[src/rtl/rv_pkg.sv]
// ---------------------------------------------------------------------------
// rv_pkg
// Shared definitions for the fetch-side PC sequencer of the RISC-V core:
//   - branch type encodings driven by the execute stage
//   - sequencer state encoding
//   - instruction size in bytes, used for sequential PC advance
// No ports (package).
// ---------------------------------------------------------------------------
package rv_pkg;

    localparam logic [2:0] BR_NONE = 3'b000;
    localparam logic [2:0] BR_JAL  = 3'b001;
    localparam logic [2:0] BR_JALR = 3'b010;
    localparam logic [2:0] BR_BEQ  = 3'b100;
    localparam logic [2:0] BR_BNE  = 3'b101;
    localparam logic [2:0] BR_BLT  = 3'b110;
    localparam logic [2:0] BR_BGE  = 3'b111;

    typedef enum logic [1:0] {
        ST_BOOT   = 2'd0,
        ST_FETCH  = 2'd1,
        ST_BUBBLE = 2'd2,
        ST_TRAP   = 2'd3
    } seq_state_e;

    localparam int INSTR_BYTES = 4;

endpackage

[src/rtl/branch_resolve.sv]
// ---------------------------------------------------------------------------
// branch_resolve
// Combinational control-flow resolution: decides whether the instruction
// from execute is taken and computes its target address.
// Ports:
//   br_type    in   3     branch code (see rv_pkg BR_*)
//   zero       in   1     ALU zero flag
//   result0    in   1     ALU result bit 0 (less-than outcome)
//   pc         in   XLEN  PC of the resolved instruction
//   busa       in   XLEN  rs1 value, base address for jalr
//   imm        in   XLEN  sign-extended immediate
//   taken      out  1     control transfer happens
//   target     out  XLEN  destination address
//   misaligned out  1     target is not 4-byte aligned
// ---------------------------------------------------------------------------
module branch_resolve
    import rv_pkg::*;
#(
    parameter int XLEN = 32
) (
    input  logic [2:0]      br_type,
    input  logic            zero,
    input  logic            result0,
    input  logic [XLEN-1:0] pc,
    input  logic [XLEN-1:0] busa,
    input  logic [XLEN-1:0] imm,
    output logic            taken,
    output logic [XLEN-1:0] target,
    output logic            misaligned
);

    logic [XLEN-1:0] w_base;
    logic [XLEN-1:0] w_sum;

    // Unlisted codes (including 011) fall through to not-taken.
    always_comb begin
        taken = 1'b0;
        case (br_type)
            BR_JAL:  taken = 1'b1;
            BR_JALR: taken = 1'b1;
            BR_BEQ:  taken = zero;
            BR_BNE:  taken = ~zero;
            BR_BLT:  taken = result0;
            BR_BGE:  taken = ~result0;
            default: taken = 1'b0;
        endcase
    end

    // jalr is register-relative and drops bit 0 of the sum; everything
    // else is PC-relative. The add simply wraps, carry is discarded.
    always_comb begin
        w_base = (br_type == BR_JALR) ? busa : pc;
        w_sum  = w_base + imm;
        target = w_sum;
        if (br_type == BR_JALR) begin
            target[0] = 1'b0;
        end
        misaligned = (target[1:0] != 2'b00);
    end

endmodule

[src/rtl/pc_sequencer.sv]
// ---------------------------------------------------------------------------
// pc_sequencer
// Owns the architectural PC, issues instruction fetches over a valid/ready
// handshake, applies redirects from the execute stage with a one-cycle
// bubble, and traps on misaligned control-flow targets.
// Ports:
//   clk          in   1      clock, rising edge
//   rst          in   1      asynchronous active-high reset
//   fetch_valid  out  1      fetch request valid
//   fetch_ready  in   1      instruction memory accepts the request
//   fetch_pc     out  XLEN   fetch address
//   br_valid     in   1      execute presents a resolved control-flow instr
//   br_type      in   3      branch code
//   br_zero      in   1      ALU zero flag
//   br_result0   in   1      ALU result bit 0
//   br_pc        in   XLEN   PC of the resolved instruction
//   br_busa      in   XLEN   rs1 value (jalr base)
//   br_imm       in   XLEN   sign-extended immediate
//   trap_clear   in   1      leave TRAP and restart at RESET_VECTOR
//   redirect     out  1      pulse: taken redirect accepted
//   trap         out  1      misaligned-target trap active
//   trap_addr    out  XLEN   offending target
//   fetch_count  out  CNT_W  number of accepted fetch handshakes
// ---------------------------------------------------------------------------
module pc_sequencer
    import rv_pkg::*;
#(
    parameter int              XLEN         = 32,
    parameter logic [XLEN-1:0] RESET_VECTOR = 32'h0000_0000,
    parameter int              CNT_W        = 32
) (
    input  logic             clk,
    input  logic             rst,
    output logic             fetch_valid,
    input  logic             fetch_ready,
    output logic [XLEN-1:0]  fetch_pc,
    input  logic             br_valid,
    input  logic [2:0]       br_type,
    input  logic             br_zero,
    input  logic             br_result0,
    input  logic [XLEN-1:0]  br_pc,
    input  logic [XLEN-1:0]  br_busa,
    input  logic [XLEN-1:0]  br_imm,
    input  logic             trap_clear,
    output logic             redirect,
    output logic             trap,
    output logic [XLEN-1:0]  trap_addr,
    output logic [CNT_W-1:0] fetch_count
);

    seq_state_e       r_state;
    logic [XLEN-1:0]  r_pc;
    logic             r_fetch_valid;
    logic             r_redirect;
    logic             r_trap;
    logic [XLEN-1:0]  r_trap_addr;
    logic [CNT_W-1:0] r_fetch_count;

    seq_state_e       w_state_nxt;
    logic [XLEN-1:0]  w_pc_nxt;
    logic             w_taken;
    logic [XLEN-1:0]  w_target;
    logic             w_misaligned;
    logic             w_br_live;
    logic             w_jump_ok;
    logic             w_jump_bad;
    logic             w_handshake;

    branch_resolve #(
        .XLEN(XLEN)
    ) u_resolve (
        .br_type    (br_type),
        .zero       (br_zero),
        .result0    (br_result0),
        .pc         (br_pc),
        .busa       (br_busa),
        .imm        (br_imm),
        .taken      (w_taken),
        .target     (w_target),
        .misaligned (w_misaligned)
    );

    // Execute results only matter while the pipeline is running; in BOOT
    // and TRAP they are ignored.
    always_comb begin
        w_br_live   = br_valid && ((r_state == ST_FETCH) || (r_state == ST_BUBBLE));
        w_jump_ok   = w_br_live && w_taken && !w_misaligned;
        w_jump_bad  = w_br_live && w_taken && w_misaligned;
        w_handshake = r_fetch_valid && fetch_ready;
    end

    // Next state and next PC. A redirect wins over sequential advance even
    // when the fetch handshake completes in the same cycle.
    always_comb begin
        w_state_nxt = r_state;
        w_pc_nxt    = r_pc;
        case (r_state)
            ST_BOOT: begin
                w_state_nxt = ST_FETCH;
            end
            ST_FETCH, ST_BUBBLE: begin
                if (w_jump_ok) begin
                    w_state_nxt = ST_BUBBLE;
                    w_pc_nxt    = w_target;
                end else if (w_jump_bad) begin
                    w_state_nxt = ST_TRAP;
                end else begin
                    w_state_nxt = ST_FETCH;
                    if (w_handshake) begin
                        w_pc_nxt = r_pc + XLEN'(INSTR_BYTES);
                    end
                end
            end
            ST_TRAP: begin
                if (trap_clear) begin
                    w_state_nxt = ST_BOOT;
                    w_pc_nxt    = RESET_VECTOR;
                end
            end
            default: begin
                w_state_nxt = ST_BOOT;
                w_pc_nxt    = RESET_VECTOR;
            end
        endcase
    end

    // All status outputs are registered; fetch_valid is precomputed from
    // the next state so it is high exactly while the state is FETCH.
    always_ff @(posedge clk or posedge rst) begin
        if (rst) begin
            r_state       <= ST_BOOT;
            r_pc          <= RESET_VECTOR;
            r_fetch_valid <= 1'b0;
            r_redirect    <= 1'b0;
            r_trap        <= 1'b0;
            r_trap_addr   <= '0;
            r_fetch_count <= '0;
        end else begin
            r_state       <= w_state_nxt;
            r_pc          <= w_pc_nxt;
            r_fetch_valid <= (w_state_nxt == ST_FETCH);
            r_redirect    <= w_jump_ok;
            if (w_handshake) begin
                r_fetch_count <= r_fetch_count + CNT_W'(1);
            end
            if (w_jump_bad) begin
                r_trap      <= 1'b1;
                r_trap_addr <= w_target;
            end else if ((r_state == ST_TRAP) && trap_clear) begin
                r_trap <= 1'b0;
            end
        end
    end

    assign fetch_valid = r_fetch_valid;
    assign fetch_pc    = r_pc;
    assign redirect    = r_redirect;
    assign trap        = r_trap;
    assign trap_addr   = r_trap_addr;
    assign fetch_count = r_fetch_count;

endmodule

[config.mk]
export PLATFORM = sky130hd
export DESIGN_NAME = pc_sequencer
export DESIGN_NICKNAME = d
export VERILOG_FILES = /design/src/rtl/rv_pkg.sv /design/src/rtl/branch_resolve.sv /design/src/rtl/pc_sequencer.sv
export SDC_FILE = /design/constraint.sdc
export NUM_CORES = 1
export LEC_CHECK = 0
export BUFFER_PORTS_ARGS = -buffer_cell sky130_fd_sc_hd__buf_2
export CORE_UTILIZATION = 30
export CTS_CLUSTER_DIAMETER = 200
export CTS_CLUSTER_SIZE = 14
export DETAILED_ROUTE_END_ITERATION = 8
export HOLD_SLACK_MARGIN = 0.1
export PLACE_DENSITY = 0.49
export SETUP_SLACK_MARGIN = 0.2
export SLEW_MARGIN = 20
export SYNTH_ARGS = -nofsm -noshare
export SYNTH_HDL_FRONTEND = slang
export SYNTH_HIERARCHICAL = 1
export SYNTH_SLANG_ARGS = --single-unit
[constraint.sdc]
create_clock -name clk -period 7.3 [get_ports clk]
set_input_delay 1.46 -clock clk [delete_from_list [all_inputs] [get_ports clk]]
set_output_delay 1.46 -clock clk [all_outputs]
set_load 0.01 [all_outputs]
==> reports/results.ini <==
[route]
vias=7232
routed_wl_um=24400
wire_per_inst_um=17.8
drc=0
ant_nets=0
dr.first_iter.drc_count=460
firstDrtPassIters=5
avgViaCountPerCell=5.28

[floorplan]
initial_core_util_pct=31.0
core_area_um2=23800
die_w_um=159
die_h_um=159
rows=56
die_area_um2=25200
pin_count=205

[clock_network]
cts_buffers=9
cts_setup_buffers=0
htree_levels=3
tritoncts=done
ctsHoldBuffers=0
cts.sinks=101
clock_latency_ns=0.37
post_cts_resized=0
clockBufferDepth=2
clkTransAtPathRegs_ns=0.08
root_buffer=clkbuf_16

[setup_path]
r2r_end=fetch_pc[26]
critical_path_peak_fanout=33
cp-end-kind=flop
r2r-start=r_state[0]
reg2reg_depth=8
start_kind=input port
critical_path_class=input port to flop
reg2reg_slack_ns=4.28
cp.required_ns=7.56
cp_data_arrival_time_ns=5.15

[grt]
grt_pass1_wl_um=37600
antenna_found_initial=0
grtUsageTotal_pct=19.6
grt_max_degree=66
first_global_vias=6821
grt.overflow.total=0

[sta]
max_clock_freq_mhz=205
timing.final.crit_share_pct=67.0
hold_violations=0
setup_violations=0
hold_slack_ns=0.459
rsz0062_at_grt=no
fin_worst_skew_ns=0.0103
slew_headroom_pct=30.3
period_minus_slack_ns=4.89
slew_violations=0
tightest_slew_ns=1.04
finalSetupTns_ns=0
timing.final.ws_setup_ns=2.41

[yosys]
synth.avg_cell_area_um2=8.60
synth_edf_count=0
seq_area_frac_synth_pct=34.3
synth_nets=1001
ys_types=81
synth_area_leaders=dfrtp_1 34%, nand2_1 8.1%, ha_1 6.5%
synth_top_cell_by_area=dfrtp_1
syn_inst=856
async_reset_ff_share_pct=100
synth_top_flop_cell=dfrtp_1
syn_area_um2=7360
yosys.area.top_type_share_pct=34.3
ys_ff_latch=101
ys.warnings.count=6

[outcome]
outcome=finished clean

[worst_hold_path]
holdPathStages=1
min_path_type=flop to flop
min_to=fetch_count[31]
hp-start=fetch_count[31]

[final_layout]
nNetsFinal=1190
syn_to_final_growth_pct=22.0
nFillCells=2490
multi_input_area_um2=4630
insertedDiodeCount=0
drive_gt1_share_pct=27.5
layout.area.seq_um2=2530

[placement]
pre_cts_ws_ns=2.04
io_buffer_count=204
place.gp.congestion=0.839
dpl.hpwl_um=18900

[pwr]
vdd_drop_max_mv=0.122
pwr_density_cell_nw_per_um2=282
leakagePower_uw=0.00419

[flow_run]
cap_violations=0

[cells by family (layout without fill, tap and decap cells)]
family,after synthesis,in the layout,synth area share [%]
fa+ha+maj,39,39,6.73
xor+xnor,58,58,6.90
simple gates,372,372,25.0
flops,101,101,34.3
buf+inv,48,242,2.92
compound gates,200,200,18.4
mux,38,38,5.71
[per-stage QoR]
stage          instances  cell area (µm²)  power (µW)  utilization [%]
6_report            1369             8980        2530             37.8
3_5_place_dp        1353             8680        2050             36.6
4_1_cts             1369             8980        2550             37.8
2_1_floorplan        856             7360        1580                -
3_3_place_gp        1353             8680        2040             36.6
5_1_grt             1369             8980        2720             37.8
[routing by layer]
layer / share of wire, % / track usage [%] / vias to the layer above
li1: - / - / 3512
met1: 47 / 27.6 / 3454
met2: 46 / 31.4 / 242
met3: 5.2 / 2.07 / 24
met4: 1.7 / 6.23 / 0
met5: 0 / 0 / -
[cell usage after synthesis (all sizes together), types with 11 or more instances]
library cell,number
xor2,14
inv,15
a22oi,11
nand2,158
nor2,57
a31oi,13
mux2,32
a21o,12
o211ai,13
xnor2,44
nand3,38
clkbuf,26
a21oi,46
ha,38
nand4,29
dfrtp,101
nor4,13
o21ai,55
nor3,21
[registers in the layout, indices dropped and copies added, names as in the netlist]
register and count:
fetch_pc 32, fetch_valid 1, trap_addr 32, r_state 2, trap 1, fetch_count 32, redirect 1
[critical path, stage by stage]
cell	delay, ns
buf_2	0.12
nor3b_4	0.29
mux2_2	0.21
ha_1	0.23
inv_1	0.08
fa_1	0.51
nand2b_1	0.12
and4_1	0.22
buf_4	0.24
a31oi_1	0.27
nand2_1	0.66
a22o_1	0.47
a211o_1	0.26
[worst max path at each step]
stage | slack [ns] | endpoint | cells after the start | start
2_1_floorplan | 2.70 | fetch_pc[19] | 15 | br_type[2]
3_3_place_gp | 2.13 | fetch_pc[26] | 13 | br_type[2]
5_1_grt | 2.16 | fetch_pc[31] | 13 | br_type[2]
3_5_place_dp | 2.04 | fetch_pc[26] | 13 | br_type[2]
6_report | 2.41 | fetch_pc[26] | 13 | br_type[2]
4_1_cts | 2.41 | fetch_pc[26] | 13 | br_type[2]
[layout by cell type (no fill, tap or decap), types with 5 or more instances in the layout]
master,netlist,routed
buf_2,5,204
nand2_1,158,158
dfrtp_1,101,101
nor2_1,57,56
o21ai_0,50,50
a21oi_1,44,44
xnor2_1,44,44
ha_1,38,38
nand3_1,36,36
mux2_2,32,32
nand4_1,26,26
nor3_1,19,19
xor2_1,14,14
inv_1,15,14
a31oi_1,13,13
nor4_1,11,11
a22oi_1,11,11
a21o_1,11,11
o211ai_1,10,10
and4_1,9,9
clkbuf_16,0,9
and3_1,8,8
nand2b_1,7,7
and2_1,7,7
mux2i_1,6,6
buf_4,0,6
o311ai_0,5,5
o21bai_1,5,5
[power breakdown]
group	switching (µW)	internal, µW
Clock	255	244
Sequential	229	734
Combinational	655	417
[final cells by class]
| cell class | instances | share of cell area, % |
|---|---|---|
| Timing Repair Buffer | 210 | 11.9 |
| Tap cell | 319 | 4.44 |
| Clock inverter | 7 | 0.822 |
| Inverter | 16 | 0.696 |
| Multi-Input combinational cell | 707 | 51.5 |
| Clock buffer | 9 | 2.51 |
| Sequential cell | 101 | 28.1 |
No activity file was read; power rests on OpenSTA's default activity.
